--- src/rtl/debouncer_multi.sv ---
// Multi-channel switch debouncer: 2-flop sync, stable-window filter, rise/fall/long-press ticks.
// Level and edge ticks change WinMax+1 clocks after a new input level is first sampled.
module debouncer_multi #(
  parameter int NumCh      = 4,
  parameter int ClkRate    = 10_000_000,
  parameter int Baud       = 10_000,
  parameter int LongCycles = 5_000_000
) (
  input  logic             clk_i,
  input  logic             rst_i,
  input  logic [NumCh-1:0] sw_i,
  output logic [NumCh-1:0] db_level_o,
  output logic [NumCh-1:0] rise_tick_o,
  output logic [NumCh-1:0] fall_tick_o,
  output logic [NumCh-1:0] long_tick_o,
  output logic             event_o
);

  localparam int WinMax = ClkRate / Baud;
  localparam int CntW   = (WinMax > 1) ? $clog2(WinMax) : 1;
  localparam int HcW    = (LongCycles > 0) ? $clog2(LongCycles + 1) : 1;

  localparam logic [CntW-1:0] CntTop = CntW'(WinMax - 1);
  localparam logic [HcW-1:0]  HcTop  = HcW'(LongCycles);
  localparam logic [HcW-1:0]  HcPre  = HcW'(LongCycles - 1);

  logic [NumCh-1:0] rise_n;
  logic [NumCh-1:0] fall_n;
  logic [NumCh-1:0] long_n;

  for (genvar i = 0; i < NumCh; i++) begin : g_ch
    logic            s1_q;
    logic            s2_q;
    logic [CntW-1:0] cnt_q;
    logic [HcW-1:0]  hc_q;
    logic            db_q;
    logic            rise_q;
    logic            fall_q;
    logic            long_q;
    logic            stable;
    logic            upd;

    assign stable    = (cnt_q == CntTop);
    assign upd       = stable && (s2_q != db_q);
    assign rise_n[i] = upd && s2_q;
    assign fall_n[i] = upd && !s2_q;
    // hc reaches LongCycles on this edge exactly when it currently sits one below
    assign long_n[i] = db_q && (hc_q == HcPre);

    always_ff @(posedge clk_i or posedge rst_i) begin
      if (rst_i) begin
        s1_q   <= 1'b0;
        s2_q   <= 1'b0;
        cnt_q  <= '0;
        hc_q   <= '0;
        db_q   <= 1'b0;
        rise_q <= 1'b0;
        fall_q <= 1'b0;
        long_q <= 1'b0;
      end else begin
        s1_q <= sw_i[i];
        s2_q <= s1_q;

        if (s1_q != s2_q) begin
          cnt_q <= '0;
        end else if (cnt_q < CntTop) begin
          cnt_q <= cnt_q + 1'b1;
        end

        if (upd) begin
          db_q <= s2_q;
        end
        rise_q <= rise_n[i];
        fall_q <= fall_n[i];
        long_q <= long_n[i];

        if (!db_q) begin
          hc_q <= '0;
        end else if (hc_q < HcTop) begin
          hc_q <= hc_q + 1'b1;
        end
      end
    end

    assign db_level_o[i]  = db_q;
    assign rise_tick_o[i] = rise_q;
    assign fall_tick_o[i] = fall_q;
    assign long_tick_o[i] = long_q;
  end

  // Registered from the same next-state terms as the ticks, so it aligns with them exactly
  always_ff @(posedge clk_i or posedge rst_i) begin
    if (rst_i) begin
      event_o <= 1'b0;
    end else begin
      event_o <= |(rise_n | fall_n | long_n);
    end
  end

endmodule

--- config.mk ---
export PLATFORM = sky130hd
export DESIGN_NAME = debouncer_multi
export DESIGN_NICKNAME = d
export VERILOG_FILES = /design/src/rtl/debouncer_multi.sv
export SDC_FILE = /design/constraint.sdc
export NUM_CORES = 1
export LEC_CHECK = 0
export BUFFER_PORTS_ARGS = -buffer_cell sky130_fd_sc_hd__buf_2
export CAP_MARGIN = 0
export CORE_MARGIN = 2
export CORE_UTILIZATION = 55
export DETAILED_ROUTE_END_ITERATION = 10
export HOLD_SLACK_MARGIN = 0.12
export PLACE_DENSITY = 0.68
export SYNTH_ARGS = -nofsm -noshare
export SYNTH_HDL_FRONTEND = slang
export SYNTH_SLANG_ARGS = --single-unit
--- constraint.sdc ---
create_clock -name clk_i -period 8.9 [get_ports clk_i]
set_input_delay 1.78 -clock clk_i [delete_from_list [all_inputs] [get_ports clk_i]]
set_output_delay 1.78 -clock clk_i [all_outputs]
set_load 0.005 [all_outputs]
== Word level (Yosys, flattened, before mapping) ==
Index checks and enable logic that the tools add are counted.
Word-level totals
  register bits after elaboration: 157
  input bits: 6
  output and inout port bits: 17
  word-level logic and storage cells: 112
Operators by class
  $add $sub $neg: 8
  order comparisons: 8
  equal/unequal tests: 20
  multiplexer cells: 16
  bitwise logic cells: 2
  reduce and logical (&&, ||, !) cells: 25
Operator list (number)
  $mux W23: 8
  $add A23 B1 Y23 const B: 4
  $eq A23 B23 Y1 const B: 4
  $lt A23 B23 Y1 const B: 4
  $mux W10: 8
  $add A10 B1 Y10 const B: 4
  $eq A10 B10 Y1 const B: 4
  $lt A10 B10 Y1 const B: 4
  $logic_and A1 B1 Y1: 16
  $ne A1 B1 Y1: 8
  $ne A2 B1 Y1 const B: 4
  $or A4 B4 Y4: 2
  $reduce_bool A2 Y1: 4
  $logic_not A1 Y1: 4
  $reduce_or A4 Y1: 1

== Longest topological paths before layout ==
  depth after elaboration: 6
  gate-level depth with buffers: 9

== Worst setup path after synthesis ==
OpenSTA, ideal clock, no wires.
  path kind: register to output
  start point: register g_ch[0].db_q
  end point: output db_level_o[0]
  data arrival time: 0.572 ns
  data required time: 7.120 ns
  slack: 6.548 ns
  stages on the path, launching flop included: 2
  cells stage by stage: dfrtp_1 > buf_4
RTL lines
  start, declared: line 36  | logic db_q;
  start signal, assigned: line 71  | db_q <= s2_q;
  end, declared: line 12  | output logic [NumCh-1:0] db_level_o,
No word-level cell between the ends.

== Worst setup path after layout ==
  start point: register g_ch[2].db_q
  end point: output db_level_o[2]
RTL lines (line)
  start, declared: 36
  start signal, assigned: 71
No word-level cell between the ends.

==> run summary <==
=================================================================================
# IOs                                                                          23
Startpoint class of the critical path                                    register
Global-route usage over all layers                                          0.207
Register bit total from synthesis                                             157
Source of the worst register-to-register timing path                 g_ch[3].hc_q[15]
PostCTS Resize Cnt                                                              0
Die span in y                                                              125 um
R2r worst-path depth                                                            6
Maxcap violations                                                               0
Area of all placed cells without fillers                              0.00889 mm2
Routed via count divided by cell count                                       5.78
Initial standard-cell utilization of the core                               0.560
Initial antenna violation count                                                 0
Number of flops mapped to enable cells by yosys                                 0
Antenna diode instance count                                                    0
Average detailed-routed wire length per instance                          14.9 um
Leakage power of the design                                               3.83 nW
Total gr overflow                                                               0
Buf+Inv Stages, Crit Path                                                       1
Top library cells by usage in the layout, fill and taps aside        157 x sky130_fd_sc_hd__dfrtp_1, 101 x sky130_fd_sc_hd__nor2_1, 60 x sky130_fd_sc_hd__xor2_1, 58 x sky130_fd_sc_hd__nand2_1, 55 x sky130_fd_sc_hd__nand3_1
Maximum vdd drop                                                       0.000142 V
Remaining design rule violation count                                           0
Number of CTS-inserted buffers                                                 17
Router iterations before antenna repair                                         5
Via total after detailed routing                                             5914
Placer congestion estimate                                                  0.850
Std-Cell Rows                                                                  44
Most common library cell in the layout ignoring fill and taps        sky130_fd_sc_hd__dfrtp_1
Cts hold-fix bufs                                                               0
Total Die Area                                                         0.0157 mm2
Yosys warnings                                                                  0
CP max FO                                                                      31
Pwr per Cell Area                                                      174 mW/mm2
Worst max-slew margin expressed relative to the limit                       0.333
Kind of end point of the critical path                               primary output
Clk sink count                                                                157
Fmax                                                                      302 MHz
Launching element of the worst setup path                            g_ch[2].db_q
Pin count of the biggest net entering global routing                           80
Tightest Hold Check Type                                             register to register
Critical path start-end classification                               register to primary output
Post-CTS repair timing setup buffer count                                       0
Post-synthesis async set-or-reset flop share                                 1.00
Vias in the first global route                                               5838
Post-route ant nets                                                             0
TritonCTS clock tree                                                         done
DRC violation total after the first TritonRoute iteration                     409
Latest clock arrival within the worst-skew pair                            420 ps
Number of levels the H-tree was split into                                      4
Chip Width                                                                 125 um
Avg Cell Area, Syn                                                       9.88 um2
Arr. time, crit path                                                      1530 ps
Placed cell area                                                      0.00826 mm2
Maximum root-to-sink buffer count                                               2
Count of cell types in the netlist                                             57
Data required time at the worst endpoint                                  7120 ps
Hold-critical path endpoint                                          g_ch[1].s2_q
Transition time of the tightest slew-check pin                             988 ps
Delay contributed by the slowest stage of the critical path                870 ps
CP delay by family, top                                                flip-flops
Endpoint of the worst-slack reg-to-reg timing path                   g_ch[3].hc_q[19]
Cells after synthesis                                                         821
Startpoint of the tightest hold check path                           g_ch[1].s1_q
Fin. Hold Viols                                                                 0
Count of input and output buffers                                              22
Outcome                                                                 completed
Worst Skew                                                                9.68 ps
Standard cell with the maximum stage delay on the critical path      sky130_fd_sc_hd__dfrtp_1
Setup slack of the most critical reg-to-reg path                          6270 ps
HPWL Detailed                                                             9.97 mm
Area growth from synthesis to layout                                        9.67%
Time the worst path needs with I/O delays and setup                       3310 ps
Wire length of the first global-routing pass                              26.8 mm
Proportion of synthesized chip area in sequential cells                     0.484
Sequence of cells on the critical path                                      buf_2
Max-slew violation total from the final report                                  0
WHS Path Cells                                                                  0
Clock slew seen by the registers of the worst setup and hold paths          60 ps
Setup repair after global routing missed its margin                            no
Wire length reported by the detailed router                               15.2 mm
Net Count, Synth                                                              835
Final Net Count                                                               841
Post-route clock period utilization                                         0.372
Setup violators final                                                           0
Total negative slack for setup checks                                        0 ps
Core area                                                              0.0145 mm2
Post-synth design cell area                                           0.00811 mm2
Top flip-flop cell by instance count after synthesis                 sky130_fd_sc_hd__dfrtp_1
Root Driver                                                          sky130_fd_sc_hd__clkbuf_16
Fraction of layout instances using a drive strength above 1                0.0929
=================================================================================
-- where the power goes --
group | leakage (nW) | switching [mW] | internal, mW
clock | 0.310 | 0.281 | 0.492
sequential | 2.17 | 0.0106 | 0.725
combinational | 1.35 | 0.0283 | 0.0129
-- sequential cells by signal, indices dropped and copies added, names as in the netlist --
name         flops
g_ch.cnt_q      40
g_ch.fall_q      4
g_ch.db_q        4
g_ch.s1_q        4
g_ch.rise_q      4
g_ch.s2_q        4
g_ch.hc_q       92
event_o          1
g_ch.long_q      4
-- cell families after synthesis --
kind of cell / count (synthesis) / share of synthesized area
mux: 12 / 0.0153
compound gates: 80 / 0.0696
fa+ha+maj: 8 / 0.0123
xor+xnor: 95 / 0.103
flops: 157 / 0.484
simple gates: 422 / 0.285
buf+inv: 47 / 0.0306
-- cells in the mapped netlist, types with 14 or more instances --
library cell / instances / area share
sky130_fd_sc_hd__dfrtp_1: 157 / 0.48
sky130_fd_sc_hd__buf_4: 16 / 0.015
sky130_fd_sc_hd__nand4_1: 34 / 0.026
sky130_fd_sc_hd__xnor2_1: 35 / 0.038
sky130_fd_sc_hd__nor2_1: 101 / 0.047
sky130_fd_sc_hd__and3_1: 24 / 0.019
sky130_fd_sc_hd__nand2_1: 58 / 0.027
sky130_fd_sc_hd__and2_1: 44 / 0.034
sky130_fd_sc_hd__or3_1: 16 / 0.012
sky130_fd_sc_hd__clkbuf_1: 16 / 0.0074
sky130_fd_sc_hd__xor2_1: 60 / 0.065
sky130_fd_sc_hd__o21ai_0: 19 / 0.012
sky130_fd_sc_hd__a21oi_1: 22 / 0.014
sky130_fd_sc_hd__and4_1: 14 / 0.015
sky130_fd_sc_hd__nand3_1: 55 / 0.034
-- worst max path at each step --
stage	to	cells past startpoint
final	db_level_o[2]	1
after detailed placement	g_ch[3].hc_q[0]	3
after global routing	db_level_o[2]	1
after CTS	db_level_o[2]	1
after global placement	g_ch[3].hc_q[2]	3
after floorplan	event_o	1
-- metal layers --
metal / vias to the layer above / GRT usage / share of wire
met3: 18 / 0.0505 / 0.037
met1: 2903 / 0.276 / 0.48
met4: 0 / 0.0778 / 0.014
met2: 114 / 0.329 / 0.47
met5: - / 0 / 0
li1: 2879 / - / -
-- cell type report --
type | instances | area, um2
clock buffer | 22 | 474
clock inverter | 10 | 160
fill | 1195 | 5590
inverter | 10 | 42.5
multi-input combinational | 617 | 3930
sequential | 157 | 3930
tap | 184 | 230
timing repair buffer | 24 | 125
-- metrics by stage --
step / util / worst slack, ps / cells / hold slack, ps / total power [mW]
detailed placement: 0.570 / 5400 / 992 / 380 / 0.791
global route: 0.614 / 5460 / 1024 / 405 / 1.61
finish: 0.614 / 5590 / 1024 / 389 / 1.55
global placement: 0.570 / 5480 / 992 / 380 / 0.788
CTS: 0.614 / 5570 / 1024 / 394 / 1.57
floorplan: - / 2890 / 821 / 372 / 0.778
(Power assumes the default switching activity.)
